[src/rtl/ddr3_rpt_pkg.sv]
// Shared definitions for the DDR3 result reporter: FSM encoding, message lengths,
// ASCII constants and the nibble-to-hex helper.
package ddr3_rpt_pkg;

   typedef enum logic [1:0] {
      ST_IDLE = 2'd0,
      ST_LOAD = 2'd1,
      ST_SEND = 2'd2,
      ST_WAIT = 2'd3
   } rpt_state_t;

   localparam int MSG_LEN_BASE  = 27;
   localparam int MSG_LEN_STATE = 31;
   localparam int MSG_IDX_W     = 5;

   localparam logic [7:0] ASCII_P  = 8'h50;
   localparam logic [7:0] ASCII_O  = 8'h4F;
   localparam logic [7:0] ASCII_K  = 8'h4B;
   localparam logic [7:0] ASCII_N  = 8'h4E;
   localparam logic [7:0] ASCII_G  = 8'h47;
   localparam logic [7:0] ASCII_S  = 8'h53;
   localparam logic [7:0] ASCII_EQ = 8'h3D;
   localparam logic [7:0] ASCII_SP = 8'h20;
   localparam logic [7:0] ASCII_CR = 8'h0D;
   localparam logic [7:0] ASCII_LF = 8'h0A;

   // Uppercase hex digit for one nibble.
   function automatic logic [7:0] hex_ascii(input logic [3:0] nib);
      if (nib < 4'd10)
         return 8'h30 + {4'h0, nib};
      else
         return 8'h37 + {4'h0, nib};
   endfunction

endpackage

[src/rtl/ddr3_uart_tx.sv]
// 8N1 UART serializer. done pulses three clocks before the stop bit ends so the
// caller can select and issue the next byte for a gap-free stream (CLKS_PER_BIT >= 3).
module ddr3_uart_tx #(
   parameter int CLKS_PER_BIT = 434
) (
   input  logic       clk,
   input  logic       rst,
   input  logic [7:0] data,
   input  logic       start,
   output logic       txd,
   output logic       done
);

   localparam int CW = $clog2(CLKS_PER_BIT);

   logic          active_reg;
   logic [3:0]    bit_idx_reg;
   logic [CW-1:0] cnt_reg;
   logic [7:0]    shift_reg;
   logic          txd_reg;
   logic          bit_end;
   logic          in_stop;
   logic          load;

   assign bit_end = (cnt_reg == CW'(CLKS_PER_BIT - 1));
   assign in_stop = (bit_idx_reg == 4'd9);
   // A new byte is taken when idle or exactly as the current stop bit ends.
   assign load    = start && (!active_reg || (in_stop && bit_end));

   always_ff @(posedge clk or posedge rst) begin
      if (rst) begin
         active_reg  <= 1'b0;
         bit_idx_reg <= 4'd0;
         cnt_reg     <= '0;
         shift_reg   <= 8'h00;
         txd_reg     <= 1'b1;
      end else if (load) begin
         active_reg  <= 1'b1;
         bit_idx_reg <= 4'd0;
         cnt_reg     <= '0;
         shift_reg   <= data;
         txd_reg     <= 1'b0;
      end else if (active_reg) begin
         if (bit_end) begin
            cnt_reg <= '0;
            if (in_stop) begin
               active_reg <= 1'b0;
            end else begin
               // Ones shifted in from the top become the stop bit after eight shifts.
               bit_idx_reg <= bit_idx_reg + 4'd1;
               txd_reg     <= shift_reg[0];
               shift_reg   <= {1'b1, shift_reg[7:1]};
            end
         end else begin
            cnt_reg <= cnt_reg + CW'(1);
         end
      end
   end

   assign txd  = txd_reg;
   assign done = active_reg && in_stop && (cnt_reg == CW'(CLKS_PER_BIT - 3));

endmodule

[src/rtl/ddr3_result_reporter.sv]
// Reports each DDR3 test pass as an ASCII line over UART and drives status LEDs.
// Define DDR3_RPT_STATE_EN to append " S=<state>" to every report.
module ddr3_result_reporter
   import ddr3_rpt_pkg::*;
#(
   parameter int CLKS_PER_BIT = 434
) (
   input  logic        clk,
   input  logic        rst,
   input  logic        rdone,
   input  logic [23:0] num_ok,
   input  logic [23:0] num_ng,
   input  logic [2:0]  test_state,
   output logic        uart_txd,
   output logic        busy,
   output logic [15:0] pass_cnt,
   output logic        led_ok,
   output logic        led_ng,
   output logic        overrun
);

`ifdef DDR3_RPT_STATE_EN
   localparam int MSG_LEN = MSG_LEN_STATE;
`else
   localparam int MSG_LEN = MSG_LEN_BASE;
`endif

   rpt_state_t           state_reg;
   rpt_state_t           state_next;
   logic                 rdone_reg;
   logic                 pass_event;
   logic                 accept;
   logic [15:0]          pass_cnt_reg;
   logic [15:0]          snap_cnt;
   logic [23:0]          snap_ok;
   logic [23:0]          snap_ng;
   logic [MSG_IDX_W-1:0] char_idx;
   logic [7:0]           char_reg;
   logic [1:0]           tail_reg;
   logic                 last_char;
   logic                 tx_start;
   logic                 tx_done;
   logic [7:0]           msg [MSG_LEN];
   logic [7:0]           msg_char;

   assign pass_event = rdone && !rdone_reg;
   assign accept     = pass_event && (state_reg == ST_IDLE);
   assign last_char  = (char_idx == MSG_IDX_W'(MSG_LEN - 1));

   assign msg[0] = ASCII_P;
   for (genvar gi = 0; gi < 4; gi++) begin : g_cnt
      assign msg[1+gi] = hex_ascii(snap_cnt[15-4*gi -: 4]);
   end
   assign msg[5] = ASCII_SP;
   assign msg[6] = ASCII_O;
   assign msg[7] = ASCII_K;
   assign msg[8] = ASCII_EQ;
   for (genvar gi = 0; gi < 6; gi++) begin : g_ok
      assign msg[9+gi] = hex_ascii(snap_ok[23-4*gi -: 4]);
   end
   assign msg[15] = ASCII_SP;
   assign msg[16] = ASCII_N;
   assign msg[17] = ASCII_G;
   assign msg[18] = ASCII_EQ;
   for (genvar gi = 0; gi < 6; gi++) begin : g_ng
      assign msg[19+gi] = hex_ascii(snap_ng[23-4*gi -: 4]);
   end

`ifdef DDR3_RPT_STATE_EN
   logic [2:0] snap_state;

   always_ff @(posedge clk or posedge rst) begin
      if (rst)
         snap_state <= 3'd0;
      else if (accept)
         snap_state <= test_state;
   end

   assign msg[25] = ASCII_SP;
   assign msg[26] = ASCII_S;
   assign msg[27] = ASCII_EQ;
   assign msg[28] = hex_ascii({1'b0, snap_state});
`else
   logic unused_state;
   assign unused_state = ^test_state;
`endif

   assign msg[MSG_LEN-2] = ASCII_CR;
   assign msg[MSG_LEN-1] = ASCII_LF;
   assign msg_char       = msg[char_idx];

   always_ff @(posedge clk or posedge rst) begin
      if (rst)
         state_reg <= ST_IDLE;
      else
         state_reg <= state_next;
   end

   always_comb begin
      state_next = state_reg;
      case (state_reg)
         ST_IDLE: if (accept) state_next = ST_LOAD;
         ST_LOAD: state_next = ST_SEND;
         ST_SEND: state_next = ST_WAIT;
         ST_WAIT: begin
            if (tail_reg == 2'd1)
               state_next = ST_IDLE;
            else if (tx_done && !last_char)
               state_next = ST_LOAD;
         end
         default: state_next = ST_IDLE;
      endcase
   end

   always_comb begin
      busy     = (state_reg != ST_IDLE);
      tx_start = (state_reg == ST_SEND);
   end

   always_ff @(posedge clk or posedge rst) begin
      if (rst) begin
         rdone_reg    <= 1'b0;
         pass_cnt_reg <= 16'h0000;
         snap_cnt     <= 16'h0000;
         snap_ok      <= 24'h000000;
         snap_ng      <= 24'h000000;
         led_ok       <= 1'b0;
         led_ng       <= 1'b0;
         overrun      <= 1'b0;
         char_idx     <= '0;
         char_reg     <= 8'h00;
         tail_reg     <= 2'd0;
      end else begin
         rdone_reg <= rdone;
         if (pass_event)
            pass_cnt_reg <= pass_cnt_reg + 16'd1;
         if (pass_event && !accept)
            overrun <= 1'b1;
         if (accept) begin
            snap_cnt <= pass_cnt_reg + 16'd1;
            snap_ok  <= num_ok;
            snap_ng  <= num_ng;
            led_ok   <= (num_ng == 24'd0);
            if (num_ng != 24'd0)
               led_ng <= 1'b1;
            char_idx <= '0;
         end
         if (state_reg == ST_LOAD)
            char_reg <= msg_char;
         // After the last early done, hold busy through the final two stop-bit clocks.
         if ((state_reg == ST_WAIT) && tx_done) begin
            if (last_char)
               tail_reg <= 2'd2;
            else
               char_idx <= char_idx + MSG_IDX_W'(1);
         end else if (tail_reg != 2'd0) begin
            tail_reg <= tail_reg - 2'd1;
         end
      end
   end

   assign pass_cnt = pass_cnt_reg;

   ddr3_uart_tx #(
      .CLKS_PER_BIT(CLKS_PER_BIT)
   ) u_tx (
      .clk  (clk),
      .rst  (rst),
      .data (char_reg),
      .start(tx_start),
      .txd  (uart_txd),
      .done (tx_done)
   );

endmodule

[config.mk]
export PLATFORM = sky130hd
export DESIGN_NAME = ddr3_result_reporter
export DESIGN_NICKNAME = d
export VERILOG_FILES = /design/src/rtl/ddr3_rpt_pkg.sv /design/src/rtl/ddr3_uart_tx.sv /design/src/rtl/ddr3_result_reporter.sv
export SDC_FILE = /design/constraint.sdc
export NUM_CORES = 1
export LEC_CHECK = 0
export CAP_MARGIN = 20
export CORE_ASPECT_RATIO = 0.75
export CORE_MARGIN = 2
export CORE_UTILIZATION = 40
export DETAILED_ROUTE_END_ITERATION = 10
export MAX_ROUTING_LAYER = met4
export PLACE_DENSITY_LB_ADDON = 0.3
export SLEW_MARGIN = 40
export SYNTH_ARGS = -nofsm -noshare
export SYNTH_HDL_FRONTEND = slang
export SYNTH_HIERARCHICAL = 1
export SYNTH_SLANG_ARGS = --single-unit
[constraint.sdc]
create_clock -name clk -period 4.1 [get_ports clk]
set_clock_uncertainty 0.1 [all_clocks]
set_input_delay 0.41 -clock clk [delete_from_list [all_inputs] [get_ports clk]]
set_output_delay 0.41 -clock clk [all_outputs]
set_load 0.01 [all_outputs]
## Word-level counts from Yosys, hierarchy flattened

Index checks and enable logic that the tools add are counted.

| cells by class | value |
|---|---|
| add/sub/neg operators | 37 |
| $mul | 0 |
| div/mod/pow operators | 0 |
| order comparisons | 17 |
| equal/unequal tests | 12 |
| shifts and indexed selects | 0 |
| multiplexer cells | 48 |
| bitwise logic cells | 1 |
| reductions and logical operators | 26 |

Operators with widths:

| operator | number |
|---|---|
| 6-bit by 4-bit adder with 7-bit output, first input constant | 32 |
| 7-bit 2-to-1 mux | 16 |
| 4-bit less-than comparator, second input constant | 16 |
| 8-bit 2-to-1 mux | 6 |
| 8-bit binary-select mux with 5-bit select | 1 |
| 9-bit 2-to-1 mux | 3 |
| 24-bit zero test | 1 |
| 24-bit nonzero test | 1 |
| 9-bit equality test, second input constant | 2 |
| 16-bit by 1-bit adder with 16-bit output, second input constant | 1 |
| 4-bit 2-to-1 mux | 4 |
| 5-bit 2-to-1 mux | 3 |
| 2-bit 2-to-1 mux | 6 |
| 2-bit nonzero test | 5 |
| 9-bit by 1-bit adder with 9-bit output, second input constant | 1 |
| 1-bit logical AND | 9 |
| 1-bit 2-to-1 mux | 8 |
| 2-bit one-hot mux with 4 select lines | 1 |
| 6-bit greater-or-equal comparator, second input constant | 1 |
| 2-bit != test, second input constant | 3 |
| 5-bit NOT with 6-bit output | 1 |
| 2-bit AND reduction | 3 |
| 5-bit by 1-bit adder with 5-bit output, second input constant | 1 |
| 5-bit equality test, second input constant | 1 |
| other kinds (10) | 15 |

| storage, ports and cells | value |
|---|---|
| bits in registers | 124 |
| bits in latches | 0 |
| RAM bits | 0 |
| bits in read-only memories | 0 |
| input bits | 54 |
| output and inout bits | 21 |
| word-level logic and storage cells | 158 |
| memories | 0 |

## Depth between registers and ports, before layout

| logic depth | value |
|---|---|
| depth after elaboration | 7 |
| gate-level depth with buffers | 10 |
| depth with buffers taken out | 10 |

## Modules after synthesis

Netlist, hierarchy kept.

By module, submodules not included:

| module | instances | cells an instance | area each (sq um) | sequential area each (sq um) |
|---|---|---|---|---|
| ddr3_result_reporter | 1 | 705 | 6498.7 | 2502.4 |
| ddr3_uart_tx | 1 | 116 | 1178.6 | 576.8 |

## Least setup slack after synthesis

Ideal clock, no wire load.

| path | value |
|---|---|
| kind | register to register |
| start | register u_tx.bit_idx_reg[1] |
| end | register char_idx[3] |
| library setup time | 0.135 ns |
| arrival time | 1.769 ns |
| required time | 3.865 ns |
| path slack | 2.095 ns |
| cell stages (with the launch flop) | 11 |
| buffers on the path | 0 |
| clock period less this slack | 2.005 ns |
| cell sequence | dfrtp_1 inv_1 ha_1 and3b_1 nand2_1 nor3_1 nand2_1 a31oi_1 a21oi_1 o21ai_0 o41ai_1 |

| between the ends | value |
|---|---|
| word-level cells in the longest chain between the ends | 5 |

Ends and longest elaborated chain:

| item | line | RTL |
|---|---|---|
| from (decl) | ddr3_uart_tx.sv:17 | `logic [3:0] bit_idx_reg;` |
| from (signal assigned) | ddr3_uart_tx.sv:50 | `bit_idx_reg <= bit_idx_reg + 4'd1;` |
| 4-bit equality test | ddr3_uart_tx.sv:26 | `assign in_stop = (bit_idx_reg == 4'd9);` |
| 1-bit logical AND (2 in a row) | ddr3_uart_tx.sv:61 | `assign done = active_reg && in_stop && (cnt_reg == CW'(CLKS_PER_BIT - 3));` |
| named net tx_done | ddr3_result_reporter.sv:42 | `logic tx_done;` |
| 1-bit logical AND | ddr3_result_reporter.sv:151 | `if ((state_reg == ST_WAIT) && tx_done) begin` |
| 5-bit 2-to-1 mux | ddr3_result_reporter.sv:151 |  |
| to (signal assigned) | ddr3_result_reporter.sv:155 | `char_idx <= char_idx + MSG_IDX_W'(1);` |
| to (decl) | ddr3_result_reporter.sv:37 | `logic [MSG_IDX_W-1:0] char_idx;` |

The timed path passes the listed nets, and every way through them passes these cells.
A chain may end at the register's enable or synchronous reset.

## Worst setup path in the final report

| path | value |
|---|---|
| start | register char_idx[1] |
| end | register char_reg[4] |

| between the ends | value |
|---|---|
| word-level cells in the longest chain between the ends | 4 |

Ends and longest elaborated chain:

| item | line | RTL |
|---|---|---|
| 5-bit NOT with 6-bit output (not written as such) | ddr3_result_reporter.sv:90 | `assign msg_char = msg[char_idx];` |
| 8-bit binary-select mux with 5-bit select | ddr3_result_reporter.sv:90 |  |
| 8-bit 2-to-1 mux (not written as such) (2 in a row) | ddr3_result_reporter.sv:90 |  |
| to (signal assigned) | ddr3_result_reporter.sv:149 | `char_reg <= msg_char;` |
| to (decl) | ddr3_result_reporter.sv:38 | `logic [7:0] char_reg;` |

No other way between the ends. The select of a mux whose other input is x is not followed.

==> impl_metrics.py <==
metrics = {
    "floorplan": {
        "initial_cell_density_of_the_core_pct": 41.1,
        "die_w_um": 164,
        "design.portCount": 75,
        "coreArea_um2": 18700,
        "placement_rows": 43,
        "die_height_um": 124,
        "design.die.area_um2": 20300,
    },
    "placement": {
        "port_buffers": 71,
        "detailedPlacementHpwl_um": 13300,
        "routability_congestion_estimate": 0.924,
        "numPlacedInstances": 1113,
    },
    "power_and_ir_drop": {
        "total_leakage_power_nw": 3.75,
        "power_per_cell_area_nw_per_um2": 341,
        "worst_ir_drop_vdd_v": 0.000346,
        "finalPower_mw": 3.15,
    },
    "synth": {
        "synth_top_cell_by_area": "dfrtp_1",
        "synth_cell_type_count": 74,
        "post_synthesis_area_per_instance_um2": 9.35,
        "synthesis.instances": 821,
        "ys_seq_elements": 123,
        "synth_area_um2": 7680,
        "ys.flop_type": "dfrtp_1",
        "synth_largest_type_area_fraction_pct": 39.8,
        "synthesis.yosys.warnings": 6,
        "synth_edf_count": 0,
        "ys_top_cells_by_count": "122 x dfrtp_1, 77 x nand2_1, 58 x o21ai_0, 56 x inv_1, 52 x a21oi_1",
        "synth.most_common_cell": "dfrtp_1",
        "synth_seq_area_share_pct": 40.1,
        "async_reset_ff_share_pct": 100,
        "synth_nets": 905,
        "synth_area_leaders": "dfrtp_1 40%, mux2_2 7.5%, ha_1 4.9%, xnor2_1 4.0%, o21ai_0 3.8%",
    },
    "critical_path": {
        "type_of_the_setup_path_with_the_least_slack": "reg2reg",
        "worst-endpoint-required_ns": 4.34,
        "worst_setup_path_end_kind": "flop",
        "crit_path_start": "char_idx[1]$_DFF_PP0_",
        "path_delay_family": "compound AO/OA/AOI/OAI gates",
        "critPathArrivalTime_ns": 2.93,
        "setup.worst_path.start_class": "flop",
        "timing.critical_path.mode_cell": "buf_4",
        "worstPathCellList": "buf_4 > nor2_1 > buf_4 > o211ai_1 > nand4_1 > o311ai_0 > o21ai_0 > a31oi_1",
        "critPathMaxStageDelay_ns": 0.78,
        "critical_path.max_fanout": 19,
        "r2r_start": "char_idx[1]$_DFF_PP0_",
        "critPathBufInv": 2,
        "cpMaxStageDelayCell": "dfrtp_1",
    },
    "finish": {
        "top_regs": "snap_ng (24), snap_ok (24)",
        "final_core_util_pct": 49.4,
        "antenna-diode-count": 0,
        "layoutNonFillerInstCount": 1145,
        "layout-drive-gt1-share_pct": 12.2,
        "area_delta_synth_final_pct": 20.2,
        "final_net_count": 969,
    },
    "global_routing": {
        "antenna_found_initial": 0,
        "globalRouteMet3Util_pct": 4.13,
        "first_pass_grt_wire_length_um": 30900,
        "maximum_number_of_pins_on_one_net_before_global_route_repair": 83,
        "use_met1_pct": 28.9,
        "grt_util_all_layers_pct": 20.0,
        "globalRoute.busiestLayer": "met1",
        "first_global_vias": 5934,
        "groute.layer.met2.usage_pct": 28.2,
        "globalRouteOverflowTotal": 0,
    },
    "timing": {
        "worst_pin_slew_ns": 0.821,
        "final-max-slew-violation-count": 0,
        "clock.fmax_ghz": 0.372,
        "rsz0062_at_grt": "false",
        "report.final.setup_viol": 0,
        "fin_setup_tns_ns": 0,
        "hold_fails_final_rpt": 0,
        "post-route-period-util_pct": 65.5,
        "slew_headroom_pct": 45.2,
        "min_period_ns": 2.69,
    },
    "clocking": {
        "ctsHoldBuffers": 0,
        "numCtsBuffers": 17,
        "cts_tree": "yes",
        "cts.repair.resized": 0,
        "clock_path_buffers": 2,
        "clk-insertion-delay-late_ns": 0.42,
        "worst_setup_hold_path_clk_slew_ns": 0.06,
        "post_cts_buffers": 0,
        "clock_sinks": 123,
        "clock_tree.htree_level_count": 4,
        "cts-root-buf": "clkbuf_16",
    },
    "detailed_routing": {
        "pre_repair_dr_iteration_count": 6,
        "vias": 6373,
        "first_iter_violations": 539,
        "remaining_drc_errors": 0,
        "ant_nets": 0,
        "avgRoutedWirePerCell_um": 16.3,
        "avgViaCountPerCell": 5.57,
        "route.final.wire_length_um": 18700,
    },
    "run_status": {
        "status": "finished clean",
    },
    "job": {
        "cap_violations": 0,
    },
    "hold_path": {
        "hold_class": "in2async",
    },
}
worst paths after layout:
kind	endpoint	slack, ns	cells past startpoint
worst min register to register	overrun$_DFFE_PP0P_	0.35	1
worst max-delay path	char_reg[4]$_DFFE_PP0N_	1.41	8
worst max register to register	char_reg[4]$_DFFE_PP0N_	1.41	8
worst min-delay path	u_tx/bit_idx_reg[3]$_DFFE_PP0P_	0.35	2
min in group clk	overrun$_DFFE_PP0P_	0.36	1
max in group asynchronous	snap_ng[7]$_DFFE_PP0P_	2.86	3
logic make-up after synthesis:
group	after synthesis	synth area share (%)
AO/OA/AOI/OAI	231	19.5
AND/OR/NAND/NOR	231	15.7
flip-flops	123	40.1
buffers and inverters	94	5.28
multiplexers	59	8.52
XOR/XNOR	52	5.93
adder cells (fa/ha/maj)	30	4.89
other	1	0.0488
power breakdown:
group / switching (mW) / internal [mW] / leakage, nW
Sequential: 0.0569 / 1.25 / 1.61
Combinational: 0.118 / 0.148 / 1.86
Clock: 0.562 / 1.01 / 0.286
Total: 0.737 / 2.41 / 3.75
layout by cell type (no fill, tap or decap), types with 10 or more instances in the layout:
cell             count
mux2_2              51
nor2_1              41
clkdlybuf4s50_1     71
nor4_1              10
dfrtp_1            122
nor2b_1             18
clkbuf_16           17
nand3_1             17
ha_1                30
xnor2_1             35
a211oi_1            23
o211ai_1            12
o31ai_1             11
xor2_1              17
o21ai_0             58
a31oi_1             12
nand2_1             77
a21oi_1             52
inv_1               54
nor3_1              22
metrics by stage:
step / instance area [um^2] / hold slack (ns) / setup WS (ns)
2_1_floorplan: 7680 / 0.311 / 0.971
4_1_cts: 9230 / 0.359 / 1.48
6_report: 9230 / 0.355 / 1.41
5_1_grt: 9230 / 0.384 / 1.23
3_3_place_gp: 8620 / 0.342 / 1.52
3_5_place_dp: 8620 / 0.347 / 1.50
layout make-up:
class / instances / area (um^2)
Fill cell: 1771 / 9440
Sequential cell: 123 / 3080
Inverter: 57 / 219
Timing Repair Buffer: 82 / 818
Clock buffer: 20 / 437
Tap cell: 247 / 309
Clock inverter: 12 / 174
Multi-Input combinational cell: 604 / 4190
per-layer routing:
metal	share of wire (%)	vias up
met1	50	3046
met3	6.2	27
li1	-	3100
met2	42	200
met5	0	-
met4	1.4	0
worst reg2reg max path: cells and delay by family (launching register included):
family	cells	cell delay (ns)
flip-flops	1	0.78
buffers and inverters	2	0.54
AO/OA/AOI/OAI	4	0.94
AND/OR/NAND/NOR	2	0.25
Note: power is estimated with default switching activity, not from simulation.
